`config.mk`:
```
export PLATFORM = sky130hd
export DESIGN_NAME = servo_angle_ramp
export DESIGN_NICKNAME = d
export VERILOG_FILES = /design/src/rtl/servo_angle_ramp.sv
export SDC_FILE = /design/constraint.sdc
export NUM_CORES = 1
export LEC_CHECK = 0
export BUFFER_PORTS_ARGS = -buffer_cell sky130_fd_sc_hd__buf_2
export CORE_ASPECT_RATIO = 0.9
export CORE_MARGIN = 4
export CORE_UTILIZATION = 40
export DETAILED_ROUTE_END_ITERATION = 8
export GPL_ROUTABILITY_DRIVEN = 0
export PLACE_DENSITY_LB_ADDON = 0.25
export SETUP_SLACK_MARGIN = 0.15
export SLEW_MARGIN = 20
export SYNTH_ARGS = -nofsm -noshare
export SYNTH_HDL_FRONTEND = slang
export SYNTH_SLANG_ARGS = --single-unit
```
`constraint.sdc`:
```
create_clock -name clk -period 10.25 [get_ports clk]
set_clock_uncertainty 0.05 [all_clocks]
set_input_delay 1.5375 -clock clk [delete_from_list [all_inputs] [get_ports clk]]
set_output_delay 1.5375 -clock clk [all_outputs]
set_load 0.02 [all_outputs]
```
`src/rtl/servo_angle_ramp.sv`:
```
// servo_angle_ramp: accepts four target angles over a valid/ready handshake
// and slews each output angle toward its target by at most STEP degrees per
// update tick, strobing nextangle once per tick for the PWM stage.
module servo_angle_ramp #(
    parameter int unsigned TICK_CYCLES = 1000000,
    parameter int unsigned STEP        = 1,
    parameter int unsigned MAX_ANGLE   = 180,
    parameter int unsigned INIT_ANGLE  = 90
) (
    input  logic       clk,
    input  logic       rst_n,
    input  logic       tgt_valid,
    output logic       tgt_ready,
    input  logic [7:0] tgt1,
    input  logic [7:0] tgt2,
    input  logic [7:0] tgt3,
    input  logic [7:0] tgt4,
    input  logic       hold,
    output logic [7:0] angle1,
    output logic [7:0] angle2,
    output logic [7:0] angle3,
    output logic [7:0] angle4,
    output logic       nextangle,
    output logic       busy,
    output logic       done
);

    localparam int unsigned   CW       = $clog2(TICK_CYCLES);
    localparam logic [CW-1:0] CNT_LAST = CW'(TICK_CYCLES - 1);
    localparam logic [8:0]    STEP9    = 9'(STEP);
    localparam logic [7:0]    MAX8     = 8'(MAX_ANGLE);
    localparam logic [7:0]    INIT8    = 8'(INIT_ANGLE);

    typedef enum logic {
        IDLE,
        RAMP
    } state_t;

    state_t        state, state_nx;
    logic [CW-1:0] cnt;
    logic          tick;
    logic          xfer;
    logic          step_en;
    logic          all_done;
    logic          done_nx;
    logic [7:0]    tgt_in [4];
    logic [7:0]    tgt_q  [4];
    logic [7:0]    cur    [4];
    logic [7:0]    nxt    [4];

    // Move c toward t by at most STEP, never past t.
    function automatic logic [7:0] step_toward(input logic [7:0] c, input logic [7:0] t);
        logic [8:0] d;
        logic [8:0] s;
        d = '0;
        s = '0;
        if (c < t) begin
            d = {1'b0, t} - {1'b0, c};
            s = (d < STEP9) ? d : STEP9;
            return 8'({1'b0, c} + s);
        end else if (c > t) begin
            d = {1'b0, c} - {1'b0, t};
            s = (d < STEP9) ? d : STEP9;
            return 8'({1'b0, c} - s);
        end else begin
            return c;
        end
    endfunction

    assign tgt_in[0] = tgt1;
    assign tgt_in[1] = tgt2;
    assign tgt_in[2] = tgt3;
    assign tgt_in[3] = tgt4;

    assign angle1 = cur[0];
    assign angle2 = cur[1];
    assign angle3 = cur[2];
    assign angle4 = cur[3];

    assign tick      = (cnt == CNT_LAST);
    assign tgt_ready = (state == IDLE);
    assign busy      = (state == RAMP);
    assign xfer      = tgt_valid && tgt_ready;

    // Free-running tick counter, wraps at TICK_CYCLES-1.
    always_ff @(posedge clk or negedge rst_n) begin
        if (!rst_n) begin
            cnt <= '0;
        end else if (tick) begin
            cnt <= '0;
        end else begin
            cnt <= cnt + CW'(1);
        end
    end

    // Candidate post-step angles and the all-channels-at-target check.
    always_comb begin
        all_done = 1'b1;
        for (int unsigned i = 0; i < 4; i++) begin
            nxt[i] = step_toward(cur[i], tgt_q[i]);
            if (nxt[i] != tgt_q[i]) begin
                all_done = 1'b0;
            end
        end
    end

    // Next-state logic: stepping only happens on an un-held tick in RAMP.
    always_comb begin
        state_nx = state;
        step_en  = 1'b0;
        done_nx  = 1'b0;
        case (state)
            IDLE: begin
                if (tgt_valid) begin
                    state_nx = RAMP;
                end
            end
            RAMP: begin
                if (tick && !hold) begin
                    step_en = 1'b1;
                    if (all_done) begin
                        state_nx = IDLE;
                        done_nx  = 1'b1;
                    end
                end
            end
            default: state_nx = IDLE;
        endcase
    end

    // State register plus registered tick-aligned strobes.
    always_ff @(posedge clk or negedge rst_n) begin
        if (!rst_n) begin
            state     <= IDLE;
            nextangle <= 1'b0;
            done      <= 1'b0;
        end else begin
            state     <= state_nx;
            nextangle <= tick;
            done      <= done_nx;
        end
    end

    // Angle and target registers; targets are clamped to MAX_ANGLE on capture.
    always_ff @(posedge clk or negedge rst_n) begin
        if (!rst_n) begin
            for (int unsigned i = 0; i < 4; i++) begin
                cur[i]   <= INIT8;
                tgt_q[i] <= INIT8;
            end
        end else begin
            for (int unsigned i = 0; i < 4; i++) begin
                if (step_en) begin
                    cur[i] <= nxt[i];
                end
                if (xfer) begin
                    tgt_q[i] <= (tgt_in[i] > MAX8) ? MAX8 : tgt_in[i];
                end
            end
        end
    end

endmodule

```
==> results_dict.tcl, run 1 <==
set metrics [dict create \
    status "completed" \
    synth-seq-cells 87 \
    drt_iter0_drc 1109 \
    grt_use_met3 0.0395 \
    synth_top_family_by_area "compound AO/OA/AOI/OAI gates" \
    syn_avg_cell_area_sq_um 7.78 \
    port_buffers 71 \
    core.rowCount 58 \
    irDropWorstVdd_mv 0.0777 \
    vias 11400 \
    clkSinkCount 87 \
    syn_area_sq_mm 0.0114 \
    async_flop_share 1.00 \
    initial_core_util 0.406 \
    dpl_cell_area_sq_mm 0.0122 \
    die_y_um 168 \
    grt.overflow.total 0 \
    synth_top_area_share 0.124 \
    cts_root_buffer "clkbuf_16" \
    crit_path_start_kind "flop" \
    dp_hpwl_um 28400 \
    ioPinCount 72 \
    cp_max_fo 12 \
    crit_buf_inv 1 \
    fin_area_sq_mm 0.0125 \
    yosysTopAreaCell "ha_1" \
    final_nets 1714 \
    yosysMostFrequentCell "nor2_1" \
    critPathTopFamily "compound AO/OA/AOI/OAI gates" \
    seq_area_sq_mm 0.00222 \
    yosysWarnings 0 \
    post_drt_via_cell_ratio 5.96 \
    grt_pass1_wl_um 59000 \
    synth_cell_type_count 93 \
    clk_path_buf_depth 2 \
    nFillCells 2785 \
    cts_post_setup_buffers_inserted 0 \
    gr-usage-met2 0.360 \
    synth_edf_count 0 \
    syn_inst 1463 \
    synthSimpleGateAreaFrac 0.222 \
    max_freq_mhz 159 \
    final_layout_size_suffix_gt1_frac 0.107 \
    grt_max_degree 62 \
    critical_path_arrival_ns 6.51 \
    drv_slew 0 \
    cpMaxStageDelayCell "dfstp_2" \
    wire_per_inst_um 19.2 \
    cts_buffers 9 \
    power_density_mw_per_mm2 118 \
    top_usage_layer "met2" \
    slew_headroom 0.352 \
    crit_chain "inv_1 > ha_1 > a21oi_1 > nand3_1 > a211o_1 > a2111oi_0 > and3_1 > a21oi_1 > fa_1 > a21o_1 > a21oi_1 > xnor2_1 > mux2_2 > xnor2_1 > nand4_1 > or4_1 > or4b_1 > a2111o_1 > nor4_2" \
    cts_resized 0 \
    cts_tree "built" \
    worstPathRequired_ns 10.47 \
    path_class "reg2reg" \
    multi_input_area_sq_mm 0.00877 \
    use_met1 0.335 \
    drc 0 \
    hold_violations 0 \
    htreeDepth 3 \
    wl_um 36800 \
    fin_setup_tns_ns 0 \
    synth_compound_area_frac 0.283 \
    holdWs_ns 0.435 \
    final-setup-viol-count 0 \
    hold_buffers 0 \
    synthToLayoutAreaGrowth_pct 10.2 \
    track_usage 0.234 \
    synth_common_cells "nor2_1 (120), nand2_1 (117), a21oi_1 (113), ha_1 (113), o21ai_0 (109)" \
    yosysSeqAreaShare 0.195 \
    dieArea_sq_mm 0.0312 \
    dr.pass1.iters 5 \
    core_sq_mm 0.0280 \
    tightest_slew_ns 0.968 \
    synthMuxAreaShare 0.0235 \
    num_antenna_cells 0 \
    antenna_found_initial 0 \
    antenna_left 0 \
    ys_top_cells_by_area "ha_1 (12%), dfrtp_1 (12%), dfstp_2 (7.4%)" \
    grt_setup_unrepaired "no" \
    synth_xor_area_frac 0.0701 \
    pre_cts_slack_ns 4.11 \
    crit_top_cell "a21oi_1" \
    end_kind "flop" \
    clk_latency_ns 0.36 \
    post-route-period-util 0.613 \
    grt_pass1_vias 10800 \
    fin_crit_ns 6.28 \
    p_leak_nw 5.63 \
    hp-class "reg2reg" \
    clk_pin_slew_ns 0.07 \
    drv_cap 0 \
    ys.flop_type "dfrtp_1" \
    synthAdderAreaFrac 0.152 \
    die_width_um 186 \
    critPathMaxStageDelay_ns 0.64 \
    setup_ws_ns 3.97 \
]
-- path summary, 6_finish.rpt --
check	startpoint	to	slack, ns	depth (start not counted)
setup reg to reg	angle4[4]	done	3.97	19
hold reg to reg	cnt[0]	cnt[0]	0.44	1
hold / removal	cnt[0]	cnt[0]	0.44	1
max in group asynchronous	rst_n	angle3[2]	7.91	2
min in group asynchronous	rst_n	angle2[2]	1.03	1
setup / recovery	angle4[4]	done	3.97	19
-- cell type report --
type	instances	area share
Sequential cell	87	0.177
Clock buffer	12	0.0189
Multi-Input combinational cell	1278	0.699
Tap cell	360	0.0359
Clock inverter	4	0.00759
Inverter	95	0.0285
Timing Repair Buffer	78	0.0327
-- per-stage QoR --
step / power, mW / instances / utilization
2_1_floorplan: 0.891 / 1517 / -
3_3_place_gp: 1.06 / 1898 / 0.436
3_5_place_dp: 1.06 / 1898 / 0.436
4_1_cts: 1.46 / 1914 / 0.447
5_1_grt: 1.56 / 1914 / 0.447
6_report: 1.48 / 1914 / 0.447
-- routing by layer --
metal,share of wire,up-vias
li1,-,5504
met2,0.44,444
met4,0.030,0
met3,0.076,72
met1,0.45,5390
met5,0,-
-- state kept, by name (all words and copies together) (netlist names) --
register,count
angle1,8
angle2,8
angle3,8
angle4,8
busy,1
cnt,20
done,1
nextangle,1
tgt_q,32
-- report_power, final --
group / internal (mW) / total, mW / switching (mW)
Sequential: 0.370 / 0.405 / 0.0350
Combinational: 0.261 / 0.670 / 0.409
Clock: 0.239 / 0.401 / 0.162
Total: 0.870 / 1.48 / 0.606
-- placed cells by master (no fill, tap or decap), types with 14 or more instances in the layout --
cell type / instances
xor2_1: 35
nor2b_1: 17
inv_1: 95
mux2i_1: 20
dfrtp_1: 55
nand2_1: 117
ha_1: 113
xnor2_1: 56
conb_1: 56
dfstp_2: 32
or3_1: 18
nor3_1: 18
nor2_1: 120
o21ai_0: 109
and3_1: 22
o22ai_1: 20
a21oi_1: 113
a21o_1: 33
nand3_1: 47
nand4_1: 27
buf_2: 70
fa_1: 16
and2_1: 14
nand2b_1: 22
a211oi_1: 35
-- cell families after synthesis --
| group | count (synthesis) |
|---|---|
| compound gates | 483 |
| fa+ha+maj | 129 |
| xor+xnor | 91 |
| other cells | 2 |
| flops | 87 |
| mux | 26 |
| buf+inv | 152 |
| simple gates | 493 |
(Power assumes the default switching activity.)
==> inputs of run 2 (changes only) <==
--- a/config.mk
+++ b/config.mk
@@ -5,6 +5,7 @@
 export SDC_FILE = /design/constraint.sdc
 export NUM_CORES = 1
 export LEC_CHECK = 0
+export ABC_AREA = 1
 export BUFFER_PORTS_ARGS = -buffer_cell sky130_fd_sc_hd__buf_2
 export CORE_ASPECT_RATIO = 0.9
 export CORE_MARGIN = 4
==> constraint.sdc (replaced) <==
create_clock -name clk -period 6.4 [get_ports clk]
set_clock_uncertainty 0.05 [all_clocks]
set_input_delay 0.96 -clock clk [delete_from_list [all_inputs] [get_ports clk]]
set_output_delay 0.96 -clock clk [all_outputs]
set_load 0.02 [all_outputs]
==> run 2 against run 1 <==
Effect of this change: final cell count up 21%; count of clock-buffer cells in the layout rose by 1; hold slack gained 0.0044 ns; non-clock buffer count decreased by 4; clock power is 33% higher.
==> results_dict.tcl, run 2 <==
set metrics [dict create \
    fin_crit_ns 4.63 \
    tightest_slew_ns 1.13 \
    final_nets 2119 \
    die_width_um 185 \
    stdcell_count 2319 \
    final_common_cell "nand2_1" \
    p_leak_nw 6.90 \
    min_to "cnt[2]" \
    wire_per_inst_um 15.0 \
    core_sq_mm 0.0279 \
    largest_register "tgt_q" \
    ioPinCount 72 \
    critPathMaxStageDelay_ns 0.69 \
    cts_buffers 9 \
    grt_pass1_wl_um 56900 \
    reg.largest.list "tgt_q: 32 flops, cnt: 20 flops" \
    ys.flop_type "dfrtp_1" \
    status "completed" \
    hold_violations 0 \
    synth_edf_count 0 \
    dp_hpwl_um 28500 \
    crit_path_start_kind "flop" \
    track_usage 0.223 \
    r2r_slack_ns 1.77 \
    reg2reg_to "busy" \
    hold_depth 1 \
    drt_iter0_drc 1100 \
    seq_area_sq_mm 0.00222 \
    synth_common_cells "nand2_1 (618), inv_1 (289), nand3_1 (206)" \
    path_class "reg2reg" \
    antenna_left 0 \
    syn_avg_cell_area_sq_um 6.12 \
    power_density_mw_per_mm2 134 \
    worstPathRequired_ns 6.59 \
    irDropWorstVdd_mv 0.114 \
    synth-seq-cells 87 \
    final_cell_mix "nand2_1 (618), inv_1 (289), nand3_1 (206), ha_1 (113), nor2_1 (108)" \
    max_freq_mhz 216 \
    cts_post_setup_buffers_inserted 0 \
    async_flop_share 1.00 \
    cts_root_buffer "clkbuf_16" \
    post_drt_via_cell_ratio 5.17 \
    clk_latency_ns 0.35 \
    crit_top_cell "nand2_1" \
    drc 0 \
    yosysMostFrequentCell "nand2_1" \
    drv_slew 0 \
    design_power_total_mw 1.66 \
    multi_input_area_sq_mm 0.00800 \
    nFillCells 2981 \
    grt.overflow.total 0 \
    wl_um 34800 \
    postLayoutCoreUtil 0.446 \
    reg2reg_depth 32 \
    dieArea_sq_mm 0.0309 \
    initial_core_util 0.404 \
    syn_area_sq_mm 0.0113 \
    final_layout_size_suffix_gt1_frac 0.0873 \
    synth_top_area_share 0.206 \
    yosysTopAreaCell "nand2_1" \
    cts_resized 0 \
    worstHoldStart "cnt[2]" \
    vias 12000 \
    cpMaxStageDelayCell "dfstp_2" \
    hp-class "reg2reg" \
    drv_cap 0 \
    end_kind "flop" \
    dr.pass1.iters 8 \
    cp_max_fo 8 \
    syn_inst 1841 \
    synthToLayoutAreaGrowth_pct 10.4 \
    pre_cts_slack_ns 1.90 \
    htreeDepth 3 \
    dpl_cell_area_sq_mm 0.0121 \
    largest_reg_flops 32 \
    fin_setup_tns_ns 0 \
    hold_buffers 0 \
    cts_tree "built" \
    num_antenna_cells 0 \
    final-setup-viol-count 0 \
    ys_top_cells_by_area "nand2_1 (21%), ha_1 (13%), dfrtp_1 (12%)" \
    yosysSeqAreaShare 0.197 \
    dp.cells 2303 \
    clkSinkCount 87 \
    core.rowCount 58 \
    setup_ws_ns 1.77 \
    slew_headroom 0.247 \
    grt_max_degree 66 \
    clk_path_buf_depth 2 \
    fin_area_sq_mm 0.0124 \
    grt_pass1_vias 11200 \
    clk_pin_slew_ns 0.07 \
    synth_cell_type_count 49 \
    post-route-period-util 0.723 \
    critical_path_arrival_ns 4.82 \
    holdWs_ns 0.440 \
    yosysWarnings 0 \
    antenna_found_initial 0 \
    grt_setup_unrepaired "no" \
    port_buffers 71 \
    r2r_start "angle4[1]" \
    die_y_um 167 \
]
## run 2: cell types whose count changed in the layout (fill, tap and decap cells not counted), moves of 29 or more
| cell | delta |
|---|---|
| nand3_1 | +159 |
| nand2_1 | +501 |
| a21oi_1 | -32 |
| a21o_1 | -31 |
| inv_1 | +194 |
| a211oi_1 | -29 |
| xnor2_1 | -44 |
## run 2: power by group
part           total (mW)  leakage (nW)  switching [mW]  internal [mW]
clock network       0.535         0.130           0.231          0.304
registers           0.610          1.02          0.0298          0.580
logic               0.518          5.75           0.346          0.172
## run 2: final cells by class
class / instances / share of cell area
multi-input cells: 1490 / 0.644
flip-flops and latches: 87 / 0.178
inverters: 292 / 0.0882
well taps: 360 / 0.0362
repair buffers: 74 / 0.0306
clock buffers: 13 / 0.0193
clock inverters: 3 / 0.00362
## run 2: cell families (layout without fill, tap and decap cells)
| logic type | after synthesis | in the layout | share of synthesized area |
|---|---|---|---|
| adder cells (fa/ha/maj) | 129 | 129 | 0.154 |
| flip-flops | 87 | 87 | 0.197 |
| other | 2 | 56 | 0.000667 |
| AO/OA/AOI/OAI | 226 | 226 | 0.116 |
| buffers and inverters | 318 | 382 | 0.111 |
| XOR/XNOR | 27 | 27 | 0.0210 |
| AND/OR/NAND/NOR | 1052 | 1052 | 0.401 |
## run 2: worst max-delay path by stage
stage / from / end / slack, ns / cells after the start
finish: angle4[1] / busy / 1.77 / 32
global route: angle4[1] / done / 1.33 / 31
CTS: angle4[1] / busy / 1.85 / 31
detailed placement: angle4[1] / busy / 1.90 / 32
global placement: angle4[1] / busy / 1.85 / 32
floorplan: angle4[1] / busy / 2.50 / 31
## run 2: critical path, delay by kind of cell (launching register included)
kind | cells | cell delay [ns]
AND/OR/NAND/NOR | 24 | 2.18
adder cells (fa/ha/maj) | 2 | 0.76
flip-flops | 1 | 0.69
AO/OA/AOI/OAI | 3 | 0.33
XOR/XNOR | 1 | 0.28
buffers and inverters | 2 | 0.24
## run 2: metal layers
layer,share of wire,global-route usage,wire [um]
met5,0,0,0
met4,0.022,0.0552,769
met3,0.054,0.0298,1870
met2,0.45,0.358,15700
met1,0.47,0.319,16500
==> inputs of run 3 (changes only) <==
==> constraint.sdc (replaced) <==
create_clock -name clk -period 3.9 [get_ports clk]
set_clock_uncertainty 0.05 [all_clocks]
set_input_delay 0.585 -clock clk [delete_from_list [all_inputs] [get_ports clk]]
set_output_delay 0.585 -clock clk [all_outputs]
set_load 0.02 [all_outputs]
==> run 3 against run 2 <==
Effect of this change: register-to-register slack got worse by 1.9 ns; final area rose by 22%; critical path type unchanged; the flow now finishes with violations (negative setup slack); final cell count up 11%; maximum frequency is 15% higher; combinational power increased by 130%; via count is 9.2% higher; largest cell class unchanged; non-clock buffer count up 250.
==> results_dict.tcl, run 3 (same netlist as run 2, synthesis figures left out) <==
set metrics [dict create \
    status "complete, but fails checks" \
    violations "negative setup slack" \
    track_usage 0.239 \
    final_layout_size_suffix_gt1_frac 0.282 \
    initial_core_util 0.404 \
    cp_max_fo 5 \
    r2r_slack_ns -0.13 \
    reg.largest.list "tgt_q: 32 flops, cnt: 20 flops" \
    final_nets 2369 \
    port_buffers 71 \
    drv_slew 0 \
    end_kind "flop" \
    wl_um 38300 \
    largest_register "tgt_q" \
    htreeDepth 3 \
    design_power_total_mw 3.06 \
    core.rowCount 58 \
    clk_latency_ns 0.36 \
    vias 13100 \
    grt.overflow.total 0 \
    post-route-period-util 1.03 \
    drc 0 \
    largest_reg_flops 32 \
    grt_pass1_vias 12300 \
    antenna_left 0 \
    hp-class "in2async" \
    drv_cap 0 \
    p_leak_nw 8.19 \
    post_drt_via_cell_ratio 5.10 \
    num_antenna_cells 0 \
    grt_pass1_wl_um 61100 \
    clk_path_buf_depth 2 \
    critPathMaxStageDelay_ns 0.55 \
    crit_path_start_kind "flop" \
    reg2reg_to "busy" \
    cts_root_buffer "clkbuf_16" \
    max_freq_mhz 248 \
    grt_max_degree 47 \
    clkSinkCount 87 \
    die_y_um 167 \
    grt_setup_unrepaired "yes" \
    core_sq_mm 0.0279 \
    reg2reg_depth 29 \
    slew_headroom 0.328 \
    cts_buffers 9 \
    critPathTopFamily "simple AND/OR/NAND/NOR gates" \
    critical_path_arrival_ns 4.23 \
    tightest_slew_ns 0.997 \
    power_density_mw_per_mm2 202 \
    ioPinCount 72 \
    antenna_found_initial 0 \
    pre_cts_slack_ns -0.387 \
    crit_top_cell "buf_4" \
    final_cell_mix "nand2_1 (557), inv_1 (268), buf_4 (243), nand3_1 (176), nor2_1 (93)" \
    synthToLayoutAreaGrowth_pct 34.6 \
    hold_buffers 0 \
    cp.depth 29 \
    crit_buf_inv 11 \
    holdWs_ns 0.199 \
    path_class "reg2reg" \
    dp_hpwl_um 30100 \
    r2r_start "angle2[4]" \
    setup_ws_ns -0.130 \
    fin_setup_tns_ns -0.218 \
    worstPathRequired_ns 4.10 \
    hold_violations 0 \
    wire_per_inst_um 14.9 \
    cts_tree "built" \
    final_common_cell "nand2_1" \
    fin_crit_ns 4.03 \
    cpMaxStageDelayCell "dfstp_2" \
    dieArea_sq_mm 0.0309 \
    dr.pass1.iters 6 \
    irDropWorstVdd_mv 0.212 \
    die_width_um 185 \
    drt_iter0_drc 1022 \
    postLayoutCoreUtil 0.544 \
    clk_pin_slew_ns 0.07 \
    final-setup-viol-count 2 \
]
-- run 3: area by class of cell --
| type | instances | area, sq um |
|---|---|---|
| clock buffers | 10 | 239 |
| well taps | 360 | 450 |
| fillers | 2728 | 12700 |
| flip-flops and latches | 87 | 2220 |
| multi-input cells | 1490 | 8800 |
| repair buffers | 324 | 2300 |
| inverters | 292 | 1100 |
| clock inverters | 6 | 52.6 |
-- run 3: timing repair --
| item | 4_1_cts | 5_1_grt |
|---|---|---|
| resized for setup | 99 | 121 |
| buffers inserted | 40 | 13 |
| pin swaps | 48 | 82 |
| endpoints found under the setup margin | 2 | 5 |
-- run 3: power by group --
group,switching [mW],internal (mW),total (mW)
clock,0.424,0.459,0.884
sequential,0.0354,0.952,0.987
combinational,0.687,0.507,1.19
-- run 3: per-layer routing --
| metal | global-route usage | wire (um) | vias up | share of wire |
|---|---|---|---|---|
| met1 | 0.339 | 17600 | 5989 | 0.46 |
| met4 | 0.0629 | 919 | 0 | 0.024 |
| met3 | 0.0261 | 2210 | 70 | 0.058 |
| li1 | - | - | 6623 | - |
| met5 | 0 | 0 | - | 0 |
| met2 | 0.387 | 17500 | 414 | 0.46 |
-- run 3: worst max-delay path by stage --
stage / startpoint / slack [ns] / endpoint
2_1_floorplan: angle3[1] / 0.15 / busy
3_3_place_gp: angle4[3] / -0.49 / busy
3_5_place_dp: angle4[3] / -0.39 / busy
4_1_cts: angle4[1] / -0.03 / busy
5_1_grt: tgt_q[18] / -0.46 / busy
6_report: angle2[4] / -0.13 / busy
-- run 3: per-stage QoR --
| stage | cell area [sq um] | cells |
|---|---|---|
| 3_5_place_dp | 13700 | 2500 |
| 2_1_floorplan | 11500 | 1895 |
| 3_3_place_gp | 13700 | 2500 |
| 4_1_cts | 14700 | 2556 |
| 6_report | 15200 | 2569 |
| 5_1_grt | 15200 | 2569 |
